## config.mk

```make
export PLATFORM = sky130hd
export DESIGN_NAME = bp_update_controller
export DESIGN_NICKNAME = d
export VERILOG_FILES = /design/src/rtl/bp_update_controller.sv
export SDC_FILE = /design/constraint.sdc
export NUM_CORES = 1
export LEC_CHECK = 0
export CELL_PAD_IN_SITES_DETAIL_PLACEMENT = 0
export CELL_PAD_IN_SITES_GLOBAL_PLACEMENT = 2
export CORE_MARGIN = 3
export CORE_UTILIZATION = 30
export DETAILED_ROUTE_END_ITERATION = 12
export PLACE_DENSITY = 0.56
export SKIP_LAST_GASP = 1
export SYNTH_ARGS = -nofsm -noshare
export SYNTH_HDL_FRONTEND = slang
export SYNTH_SLANG_ARGS = --single-unit
```

## constraint.sdc

```tcl
create_clock -name clk -period 7 [get_ports clk]
set_input_delay 0.7 -clock clk [delete_from_list [all_inputs] [get_ports clk]]
set_output_delay 0.7 -clock clk [all_outputs]
set_load 0.1 [all_outputs]
```

## src/rtl/bp_update_controller.sv

```systemverilog
// rtl/bp_update_controller.sv - branch predictor port arbiter, speculative GHR and in-flight queue
//
// Sits between fetch and execute. It shares the predictor's single port between
// lookups and training updates, with updates taking priority. It also keeps the
// speculative global history register and tracks in-flight predictions in order.
// On a wrong prediction it repairs the history. It also counts resolved branches
// and correct predictions.
//
// Ports:
//   clk, rst_n                   clock, asynchronous active-low reset
//   lk_valid/lk_ready/lk_pc      fetch lookup request
//   rsp_valid/rsp_taken          prediction returned one cycle after accept
//   rs_valid/rs_ready/rs_taken   in-order resolution from execute
//   bp_en/bp_we/bp_pc/bp_hist/
//   bp_outcome/bp_pred           predictor port (bp_pred is combinational)
//   mispredict                   one-cycle pulse when the queue is flushed
//   cnt_total/cnt_correct        saturating accuracy statistics
//
// M must be >= 2 and DEPTH must be a power of two >= 2.

module bp_update_controller #(
    parameter int M     = 2,
    parameter int DEPTH = 8,
    parameter int PC_W  = 32,
    parameter int CNT_W = 32
) (
    input  logic             clk,
    input  logic             rst_n,
    input  logic             lk_valid,
    output logic             lk_ready,
    input  logic [PC_W-1:0]  lk_pc,
    output logic             rsp_valid,
    output logic             rsp_taken,
    input  logic             rs_valid,
    output logic             rs_ready,
    input  logic             rs_taken,
    output logic             bp_en,
    output logic             bp_we,
    output logic [PC_W-1:0]  bp_pc,
    output logic [M-1:0]     bp_hist,
    output logic             bp_outcome,
    input  logic             bp_pred,
    output logic             mispredict,
    output logic [CNT_W-1:0] cnt_total,
    output logic [CNT_W-1:0] cnt_correct
);

    localparam int AW = $clog2(DEPTH);
    localparam logic [AW:0] FULL = (AW+1)'(DEPTH);

    // Entry storage has no reset: an entry is only read while count covers it.
    logic [PC_W-1:0] q_pc   [DEPTH];
    logic [M-1:0]    q_snap [DEPTH];
    logic [DEPTH-1:0] q_pred;

    logic [AW-1:0] wr_ptr;
    logic [AW-1:0] rd_ptr;
    logic [AW:0]   count;
    logic [M-1:0]  ghr;

    logic            rs_fire;
    logic            lk_fire;
    logic            mis;
    logic [PC_W-1:0] head_pc;
    logic [M-1:0]    head_snap;
    logic            head_pred;

    assign head_pc   = q_pc[rd_ptr];
    assign head_snap = q_snap[rd_ptr];
    assign head_pred = q_pred[rd_ptr];

    // A resolve blocks lookup in the same cycle. As a result, a flush and an
    // enqueue never race, and full/empty tracking needs no simultaneous case.
    assign rs_ready = (count != '0);
    assign rs_fire  = rs_valid & rs_ready;
    assign lk_ready = (count != FULL) & ~rs_fire;
    assign lk_fire  = lk_valid & lk_ready;
    assign mis      = rs_fire & (head_pred != rs_taken);

    always_comb begin
        bp_en      = 1'b0;
        bp_we      = 1'b0;
        bp_pc      = '0;
        bp_hist    = '0;
        bp_outcome = 1'b0;
        if (rs_fire) begin
            bp_en      = 1'b1;
            bp_we      = 1'b1;
            bp_pc      = head_pc;
            bp_hist    = head_snap;
            bp_outcome = rs_taken;
        end else if (lk_fire) begin
            bp_en   = 1'b1;
            bp_pc   = lk_pc;
            bp_hist = ghr;
        end
    end

    always_ff @(posedge clk) begin
        if (lk_fire) begin
            q_pc[wr_ptr]   <= lk_pc;
            q_snap[wr_ptr] <= ghr;
            q_pred[wr_ptr] <= bp_pred;
        end
    end

    always_ff @(posedge clk or negedge rst_n) begin
        if (!rst_n) begin
            wr_ptr      <= '0;
            rd_ptr      <= '0;
            count       <= '0;
            ghr         <= '0;
            rsp_valid   <= 1'b0;
            rsp_taken   <= 1'b0;
            mispredict  <= 1'b0;
            cnt_total   <= '0;
            cnt_correct <= '0;
        end else begin
            rsp_valid  <= lk_fire;
            rsp_taken  <= lk_fire & bp_pred;
            mispredict <= mis;

            if (lk_fire) begin
                wr_ptr <= wr_ptr + AW'(1);
                count  <= count + (AW+1)'(1);
                ghr    <= {ghr[M-2:0], bp_pred};
            end

            if (rs_fire) begin
                if (cnt_total != '1) begin
                    cnt_total <= cnt_total + CNT_W'(1);
                end
                if (!mis && (cnt_correct != '1)) begin
                    cnt_correct <= cnt_correct + CNT_W'(1);
                end
                if (mis) begin
                    // Younger entries came from the wrong path. Drop them and
                    // rebuild history from the branch's snapshot and its real outcome.
                    count  <= '0;
                    rd_ptr <= wr_ptr;
                    ghr    <= {head_snap[M-2:0], rs_taken};
                end else begin
                    rd_ptr <= rd_ptr + AW'(1);
                    count  <= count - (AW+1)'(1);
                end
            end
        end
    end

endmodule

```

==> results_dict.tcl, run 1 <==
set metrics [dict create \
    cp.arrival_ps 4220 \
    min_period_ps 4922 \
    yosys.area_share.simple_pct 8.208 \
    syn-num-nets 917 \
    period_share_pct 70.32 \
    power.density_nw_per_um2 425.7 \
    synthArstFlopShare_pct 22.01 \
    critPathCaptureType "output port" \
    fp.coreArea_um2 48350 \
    tritoncts "done" \
    clock_latency_ps 560 \
    synthXorXnorAreaFrac_pct 3.775 \
    ys.flop_type "edfxtp_1" \
    hpwlAfterDp_mm 21.28 \
    cts_root_buf "clkbuf_16" \
    synth_top_family_by_area "multiplexers" \
    place.gp.congestion 0.7092 \
    pin_count 144 \
    drt_iter0_markers 509 \
    multi_input_area_um2 4282 \
    synth-compound-area-share_pct 2.166 \
    ir_drop_mv 0.2499 \
    fin_util_pct 38.19 \
    num_vias 8212 \
    wl_per_cell_um 20.99 \
    num_rows 80 \
    layout.nets 1083 \
    outcome "complete, no violations" \
    fill_cells 4523 \
    diodes 0 \
    worstPathMaxFanout 32 \
    drt_pass1_iterations 4 \
    wl_mm 36.27 \
    fin_skew_ps 8.747 \
    path_clk_slew_ps 60 \
    synth.avg_cell_area_um2 17.03 \
    seqCellArea_um2 10390 \
    grt_start_max_net_pins 58 \
    ys_seq_area_share_pct 69.94 \
    p_leak_nw 6.381 \
    syn-instance-count 872 \
    synth_cell_types 55 \
    hold_buffers 0 \
    clockBufferDepth 3 \
    die_y_um 228.5 \
    max_freq_ghz 0.2032 \
    placement.io_buffers 143 \
    die_area_um2 52200 \
    hold_path_class "input pin to async pin" \
    synth_edf_count 280 \
    timing.max_cap.violations 0 \
    grt_usage_pct 13.98 \
    grt_first_pass_wirelength_mm 55.86 \
    netlist_area_um2 14850 \
    cts_setup_buffers 0 \
    finalMaxSlewViolations 0 \
    muxShareOfSynthArea_pct 13.72 \
    slowest_delay_ps 1170 \
    syn_to_final_growth_pct 24.36 \
    tightestPinTransition_ps 1095 \
    antenna_found_initial 0 \
    overflow 0 \
    post_cts_resize_count 0 \
    first_global_vias 8690 \
    numCtsBuffers 42 \
    viasPerCell 4.752 \
    rsz0062_at_grt "false" \
    hold_viol_final 0 \
    drc 0 \
    required_ps 6300 \
    drive_gt1_share_pct 16.51 \
    slew_headroom_pct 26.67 \
    critPathKind "flip-flop to output port" \
    ant_nets 0 \
    path_common_cell "nand2_1" \
    clock-sinks 359 \
    fin_setup_tns_ps 0 \
    setup_viol 0 \
    crit_chain "inv_1 > ha_1 > and3b_1 > a21oi_1 > nand2_1 > inv_2 > buf_4 > nand2_1 > o21ai_0 > clkdlybuf4s50_1" \
    h-tree-depth 2 \
    dieWidth_um 228.5 \
    ys_seq_elements 359 \
    startpoint_type "flip-flop" \
    crit_path_top_delay_cell "clkdlybuf4s50_1" \
    yosys_warnings 0 \
    start_util_pct 30.71 \
    synth_adder_area_share_pct 0.5899 \
]
-- through the flow --
| stage | hold WS, ps | std cells | cell area, µm² | setup slack (ps) | total power [mW] |
|---|---|---|---|---|---|
| floorplan | 404.4 | 872 | 14850 | 236.5 | 5.031 |
| global placement | 499.7 | 1650 | 17120 | 2321 | 5.843 |
| detailed placement | 494.5 | 1650 | 17120 | 2189 | 5.844 |
| CTS | 5.196 | 1728 | 18470 | 1963 | 8.016 |
| global route | 30.51 | 1728 | 18470 | 1713 | 8.245 |
| finish | 40.25 | 1728 | 18470 | 2078 | 7.860 |
-- routing by layer --
layer | global-route usage (%) | vias up | wire, µm
met3 | 2.729 | 56 | 1255
met5 | 0 | - | 0
met1 | 19.28 | 4266 | 16580
met2 | 22.40 | 134 | 17540
met4 | 4.361 | 0 | 902
li1 | - | 3756 | -
-- worst paths after layout --
check	slack, ps	from	cells past startpoint	to
setup / recovery	2080	count[0]	10	bp_pc[4]
hold / removal	40	rst_n	1	cnt_correct[27]
setup reg to reg	2990	count[0]	9	q_pc[5][6]
hold reg to reg	510	cnt_correct[24]	1	cnt_correct[24]
max in group asynchronous	5780	rst_n	2	rd_ptr[2]
min in group clk	510	cnt_correct[24]	1	cnt_correct[24]
-- cell type report --
class	count	share of cell area, %
clock buffer	56	6.254
clock inverter	22	1.050
inverter	13	0.2643
multi-input combinational	460	23.19
sequential	359	56.29
tap	656	4.445
timing repair buffer	162	8.511
-- synth_stat cells (all sizes together), types with 2 or more instances --
cell type  number  area (µm²)
nand3          26       130.1
ha              7       87.58
or3             4       25.02
xor2           15       131.4
a211oi          4       35.03
nor4           10       105.1
and3           12       76.33
edfxtp        280        8408
dfrtp          79        1977
mux4           69        1554
inv            13       48.80
nor3b           4       30.03
buf            22       121.4
clkbuf         18       67.56
nand2          72       270.3
mux2            4       48.79
nor2           19       71.32
xnor2          49       429.2
a21oi           3       15.01
nor4b           2       23.77
or4             4       30.03
and2            5       31.28
nand2b          2       12.51
a31oi           2       12.51
nor3           16       101.4
and4            5       43.79
mux2i          43       434.2
nand4          34       234.0
a2bb2oi         3       26.28
o21ai          37       185.2
-- kinds of logic (layout without fill, tap and decap cells) --
family	after synthesis	in the layout
adder cells (fa/ha/maj)	7	7
XOR/XNOR	64	64
multiplexers	116	116
AO/OA/AOI/OAI	54	54
flip-flops	359	359
buffers and inverters	53	253
AND/OR/NAND/NOR	219	219
-- critical path, delay by kind of cell, from the launching register on --
family	cells	cell delay (ps)
adders and majority gates	1	230
AOI/OAI and AO/OA	2	260
DFF	1	370
and+or+nand+nor	3	540
buffers and inverters	4	2270
-- flip-flops by register name, summed over array words and instances, names as in the netlist --
register,flops
cnt_total,32
rsp_valid,1
rd_ptr,3
ghr,2
count,4
cnt_correct,32
rsp_taken,1
mispredict,1
q_snap,16
wr_ptr,3
q_pc,256
q_pred,8
-- report_power, final --
| group | internal (mW) | switching [mW] | leakage (nW) |
|---|---|---|---|
| registers | 2.57 | 0.319 | 3.57 |
| logic | 0.923 | 1.92 | 2.16 |
| clock network | 1.27 | 0.857 | 0.651 |
| total | 4.77 | 3.09 | 6.38 |
-- cells in the final DEF, fill, tap and decap left out, types with 15 or more instances in the layout --
cell | netlist | final
edfxtp_1 | 280 | 280
nand2_1 | 72 | 71
nand4_1 | 32 | 32
clkdlybuf4s50_1 | 0 | 142
dfrtp_1 | 79 | 76
mux2i_1 | 42 | 42
mux4_2 | 69 | 69
buf_4 | 2 | 20
xnor2_1 | 49 | 49
clkbuf_16 | 0 | 43
nor2_1 | 19 | 18
xor2_1 | 15 | 15
nand3_1 | 26 | 26
o21ai_0 | 35 | 35
Note: power is estimated with default switching activity, not from simulation.
==> run 2: changes to the inputs <==
PLACE_DENSITY = 0.58   (was 0.56)
clock period = 4.3 ns   (was 7 ns; I/O delays follow)
==> run 2 against run 1 <==
Total power rose by 63%. Register-to-register slack got worse by 1700 ps. Clock power rose by 62%. Design area barely moved. Combinational power rose by 70%. Setup slack got worse by 1200 ps. Sequential share of layout area fell by 0.067 points. Core utilization barely moved. Routed wire length fell by 1.2%.
==> results_dict.tcl, run 2 (synthesized netlist as in run 1, its figures left out) <==
set metrics [dict create \
    outcome "complete, no violations" \
    grt_usage_pct 13.84 \
    max_freq_ghz 0.2884 \
    rrSetupSlack_ps 1340 \
    min_period_ps 3467 \
    syn_to_final_growth_pct 24.48 \
    crit_path_top_delay_cell "buf_4" \
    worst_slack_ps 832.9 \
    dieWidth_um 228.5 \
    drc 0 \
    start_util_pct 30.71 \
    cp-endpoint "bp_pc[0]" \
    drive_gt1_share_pct 20.45 \
    largest_reg_flops 256 \
    tritoncts "done" \
    fill_cells 4509 \
    ir_drop_mv 0.5979 \
    clock_latency_ps 580 \
    hold_path_class "input pin to async pin" \
    final_cell_mix "edfxtp_1, clkdlybuf4s50_1, dfrtp_1, nand2_1, mux4_2" \
    power.density_nw_per_um2 693.0 \
    p_leak_nw 6.487 \
    tightestPinTransition_ps 1094 \
    slowest_delay_ps 480 \
    rsz0062_at_grt "false" \
    timing.max_cap.violations 0 \
    cts_root_buf "clkbuf_16" \
    cp_num_buf_inv 4 \
    antenna_found_initial 0 \
    diodes 0 \
    rr_startpoint "count[1]" \
    critPathKind "flip-flop to output port" \
    clock-sinks 359 \
    required_ps 3870 \
    startpoint_type "flip-flop" \
    critPathCaptureType "output port" \
    setup_viol 0 \
    h-tree-depth 2 \
    num_vias 8169 \
    finalMaxSlewViolations 0 \
    fp.coreArea_um2 48350 \
    cp.arrival_ps 3040 \
    overflow 0 \
    hold_viol_final 0 \
    die_area_um2 52200 \
    place.gp.congestion 0.7263 \
    grt_first_pass_wirelength_mm 55.88 \
    r2r_cells 10 \
    first_global_vias 8745 \
    cp.depth 8 \
    ant_nets 0 \
    pin_count 144 \
    layout.nets 1090 \
    period_share_pct 80.63 \
    slew_headroom_pct 26.71 \
    final_common_cell "edfxtp_1" \
    pre_cts_slack_ps 1181 \
    power_mw 12.81 \
    placement.io_buffers 143 \
    critical_path.top_delay_family "buffers and inverters" \
    hpwlAfterDp_mm 21.62 \
    reg_top3 "q_pc: 256 flops, cnt_correct: 32 flops, cnt_total: 32 flops" \
    viasPerCell 4.717 \
    clockBufferDepth 3 \
    drt_pass1_iterations 4 \
    worstReg2RegEnd "q_pc[2][7]" \
    cts_setup_buffers 0 \
    grt_start_max_net_pins 56 \
    fin_skew_ps 25.30 \
    worstPathMaxFanout 35 \
    wl_per_cell_um 20.69 \
    path_clk_slew_ps 60 \
    crit_chain "inv_1 > ha_1 > nor3b_1 > inv_1 > nand2_2 > buf_4 > o21ai_0 > buf_4" \
    drt_iter0_markers 431 \
    wl_mm 35.84 \
    largest-register "q_pc" \
    cp-startpoint "count[0]" \
    numCtsBuffers 42 \
    die_y_um 228.5 \
    num_rows 80 \
    post_cts_resize_count 0 \
]
[run 2: cell type report]
| cell class | instances | area, µm² | share of cell area [%] |
|---|---|---|---|
| flip-flops and latches | 359 | 10390 | 56.22 |
| multi-input cells | 460 | 4325 | 23.40 |
| repair buffers | 169 | 1549 | 8.381 |
| clock buffers | 53 | 1122 | 6.072 |
| well taps | 656 | 820.8 | 4.441 |
| clock inverters | 22 | 225.2 | 1.219 |
| inverters | 13 | 48.80 | 0.2640 |
[run 2: power by group]
group	switching, mW	internal [mW]
clock network	1.43	2.04
registers	0.317	4.19
logic	3.36	1.48
total	5.10	7.70
[run 2: timing repair]
item,in CTS,in global routing
endpoints found under the setup margin,0,0
hold buffers,1,0
endpoints found under the hold margin,54,0
[run 2: layer usage]
layer	GRT usage [%]	wire, µm
met5	0	0
met2	21.82	16660
met1	18.84	16410
met4	3.118	585
met3	4.337	2181
[run 2: stage by stage]
stage | hold slack, ps | cell area (µm²) | setup TNS (ps) | instances | utilization [%]
3_5_place_dp | 492.7 | 17130 | 0 | 1656 | 35.42
6_report | 496.6 | 18480 | 0 | 1732 | 38.23
5_1_grt | 531.2 | 18480 | 0 | 1732 | 38.23
4_1_cts | 499.1 | 18480 | 0 | 1732 | 38.23
3_3_place_gp | 496.6 | 17130 | 0 | 1656 | 35.42
2_1_floorplan | 134.4 | 14930 | -4236 | 872 | -
[run 2: worst min path at each step]
stage	cells after the start	endpoint	slack (ps)
global route	1	cnt_correct[31]	530
detailed placement	1	cnt_correct[31]	490
floorplan	0	cnt_correct[0]	130
global placement	1	cnt_correct[31]	500
CTS	2	cnt_correct[8]	500
finish	2	cnt_correct[7]	500
==> run 3: changes to the inputs <==
PLACE_DENSITY = 0.56   (was 0.58)
clock period = 3.2 ns   (was 4.3 ns; I/O delays follow)
==> run 3 against run 2 <==
Core utilization increased by 1.9 points. Clock-buffer cell count decreased by 3. First-iteration DRC count increased by 6.0%. Hold slack got worse by 110 ps. Design area increased by 5.0%. Die area unchanged. Non-clock buffer count increased by 2. Critical path depth decreased by 3. Sequential power increased by 34%. Global-route usage increased by 0.44 points.
==> results_dict.tcl, run 3 (synthesized netlist as in run 1, its figures left out) <==
set metrics [dict create \
    pin_count 144 \
    critPathCaptureType "output port" \
    path_common_cell "buf_12" \
    syn_to_final_growth_pct 30.75 \
    wl_per_cell_um 21.27 \
    largest_reg_flops 256 \
    ir_drop_mv 0.5612 \
    max_freq_ghz 0.3360 \
    reg_top3 "q_pc: 256 flops, cnt_correct: 32 flops, cnt_total: 32 flops" \
    cts_root_buf "clkbuf_16" \
    final_common_cell "edfxtp_1" \
    power.density_nw_per_um2 963.4 \
    stdcell_count 1741 \
    timing.max_cap.violations 0 \
    critPathKind "flip-flop to output port" \
    swShare_pct 39.23 \
    clock_latency_ps 570 \
    clockBufferDepth 3 \
    drt_pass1_iterations 4 \
    antenna_found_initial 0 \
    finalMaxSlewViolations 0 \
    fin_skew_ps 20.85 \
    p_sw_mw 7.337 \
    r2r_cells 8 \
    power_mw 18.70 \
    final_cell_mix "edfxtp_1, clkdlybuf4s50_1, dfrtp_1, mux4_2, nand2_1" \
    place.gp.congestion 0.6806 \
    rrSetupSlack_ps 530 \
    tritoncts "done" \
    first_global_vias 8992 \
    die_y_um 228.5 \
    num_rows 80 \
    drc 0 \
    slowest_delay_ps 550 \
    ant_nets 0 \
    hold_viol_final 0 \
    power_frac_comb_pct 41.5 \
    clock-sinks 359 \
    viasPerCell 4.752 \
    path_clk_slew_ps 50 \
    fp.coreArea_um2 48350 \
    diodes 0 \
    drive_gt1_share_pct 27.00 \
    numCtsBuffers 44 \
    power_frac_seq_pct 32.1 \
    tightestPinTransition_ps 985.5 \
    crit_path_top_delay_cell "mux4_2" \
    h-tree-depth 2 \
    num_vias 8274 \
    grt_usage_pct 14.29 \
    grt_first_pass_wirelength_mm 57.30 \
    rr_startpoint "count[0]" \
    setup_viol 0 \
    die_area_um2 52200 \
    crit_chain "buf_12 > mux4_2 > mux2i_1 > o21ai_4 > buf_12" \
    min_period_ps 2976 \
    largest-register "q_pc" \
    startpoint_type "flip-flop" \
    internal-power_mw 11.37 \
    grt_start_max_net_pins 71 \
    layout.nets 1094 \
    period_share_pct 93.00 \
    rsz0062_at_grt "false" \
    pwr-share-clk_pct 26.3 \
    start_util_pct 30.71 \
    required_ps 2880 \
    slew_headroom_pct 34.09 \
    drt_iter0_markers 457 \
    p_leak_nw 6.836 \
    worstPathMaxFanout 44 \
    hpwlAfterDp_mm 21.24 \
    overflow 0 \
    outcome "complete, no violations" \
    dp.cells 1658 \
    hold_path_class "input pin to async pin" \
    cp.arrival_ps 2660 \
    worstReg2RegEnd "cnt_correct[27]" \
    wl_mm 37.03 \
    dieWidth_um 228.5 \
    placement.io_buffers 143 \
]
[run 3: cell types whose count changed in the layout (fill, tap and decap cells not counted), sizes merged]
cell,before,now
buf,62,84
bufinv,3,5
clkbuf,53,50
clkdlybuf4s50,106,86
clkinv,18,21
clkinvlp,0,4
inv,14,15
[run 3: stage by stage]
stage / utilization, % / setup slack [ps] / setup TNS [ps] / hold WS (ps) / area, µm²
finish: 40.16 / 223.9 / 0 / 386.2 / 19410
detailed placement: 37.14 / 546.0 / 0 / 463.4 / 17960
global route: 40.16 / 30.07 / 0 / 440.4 / 19410
CTS: 40.14 / 33.29 / 0 / 389.3 / 19400
floorplan: - / -229.7 / -22050 / 24.41 / 15250
global placement: 37.14 / 592.2 / 0 / 462.1 / 17960
[run 3: metal layers]
layer  track usage [%]  up-vias  wire, µm
met5                 0        -         0
met4             4.321        0       716
met3             2.355       49      1118
met2             23.63      121     18210
met1             19.41     4324     16980
li1                  -     3780         -
[run 3: critical path: cells and delay by family, from the launching register on]
| family | cells | cell delay, ps |
|---|---|---|
| flops | 1 | 480 |
| buf+inv | 2 | 540 |
| compound gates | 1 | 90 |
| mux | 2 | 950 |
[run 3: power groups by stage]
stage / Clock, mW / Combinational [mW] / Sequential (mW)
4_1_cts: 5.11 / 7.92 / 6.02
2_1_floorplan: 0 / 4.98 / 6.51
6_report: 4.92 / 7.77 / 6.01
3_5_place_dp: 0 / 7.90 / 6.11
3_3_place_gp: 0 / 7.92 / 6.10
5_1_grt: 5.28 / 8.18 / 6.08
[run 3: repair_timing]
| action | CTS | global route |
|---|---|---|
| gates resized for setup | 0 | 1 |
| hold endpoints to repair | 54 | 0 |
| setup endpoints to repair | 0 | 24 |
| buffers inserted | 0 | 0 |
| hold buffers | 1 | 0 |
[run 3: worst max path at each step]
stage,start,to,slack (ps)
floorplan,count[0],q_pc[2][0],-230
global placement,count[0],cnt_correct[27],590
detailed placement,count[0],cnt_correct[27],550
CTS,count[0],bp_pc[31],30
global route,count[0],bp_pc[31],30
finish,rd_ptr[0],bp_pc[26],220
[run 3: area by class of cell]
type / count / area [µm²]
fill: 4441 / 28930
inverter: 13 / 48.80
timing repair buffer: 171 / 2077
multi-input combinational: 460 / 4638
tap: 656 / 820.8
sequential: 359 / 10390
clock inverter: 32 / 314.1
clock buffer: 50 / 1124
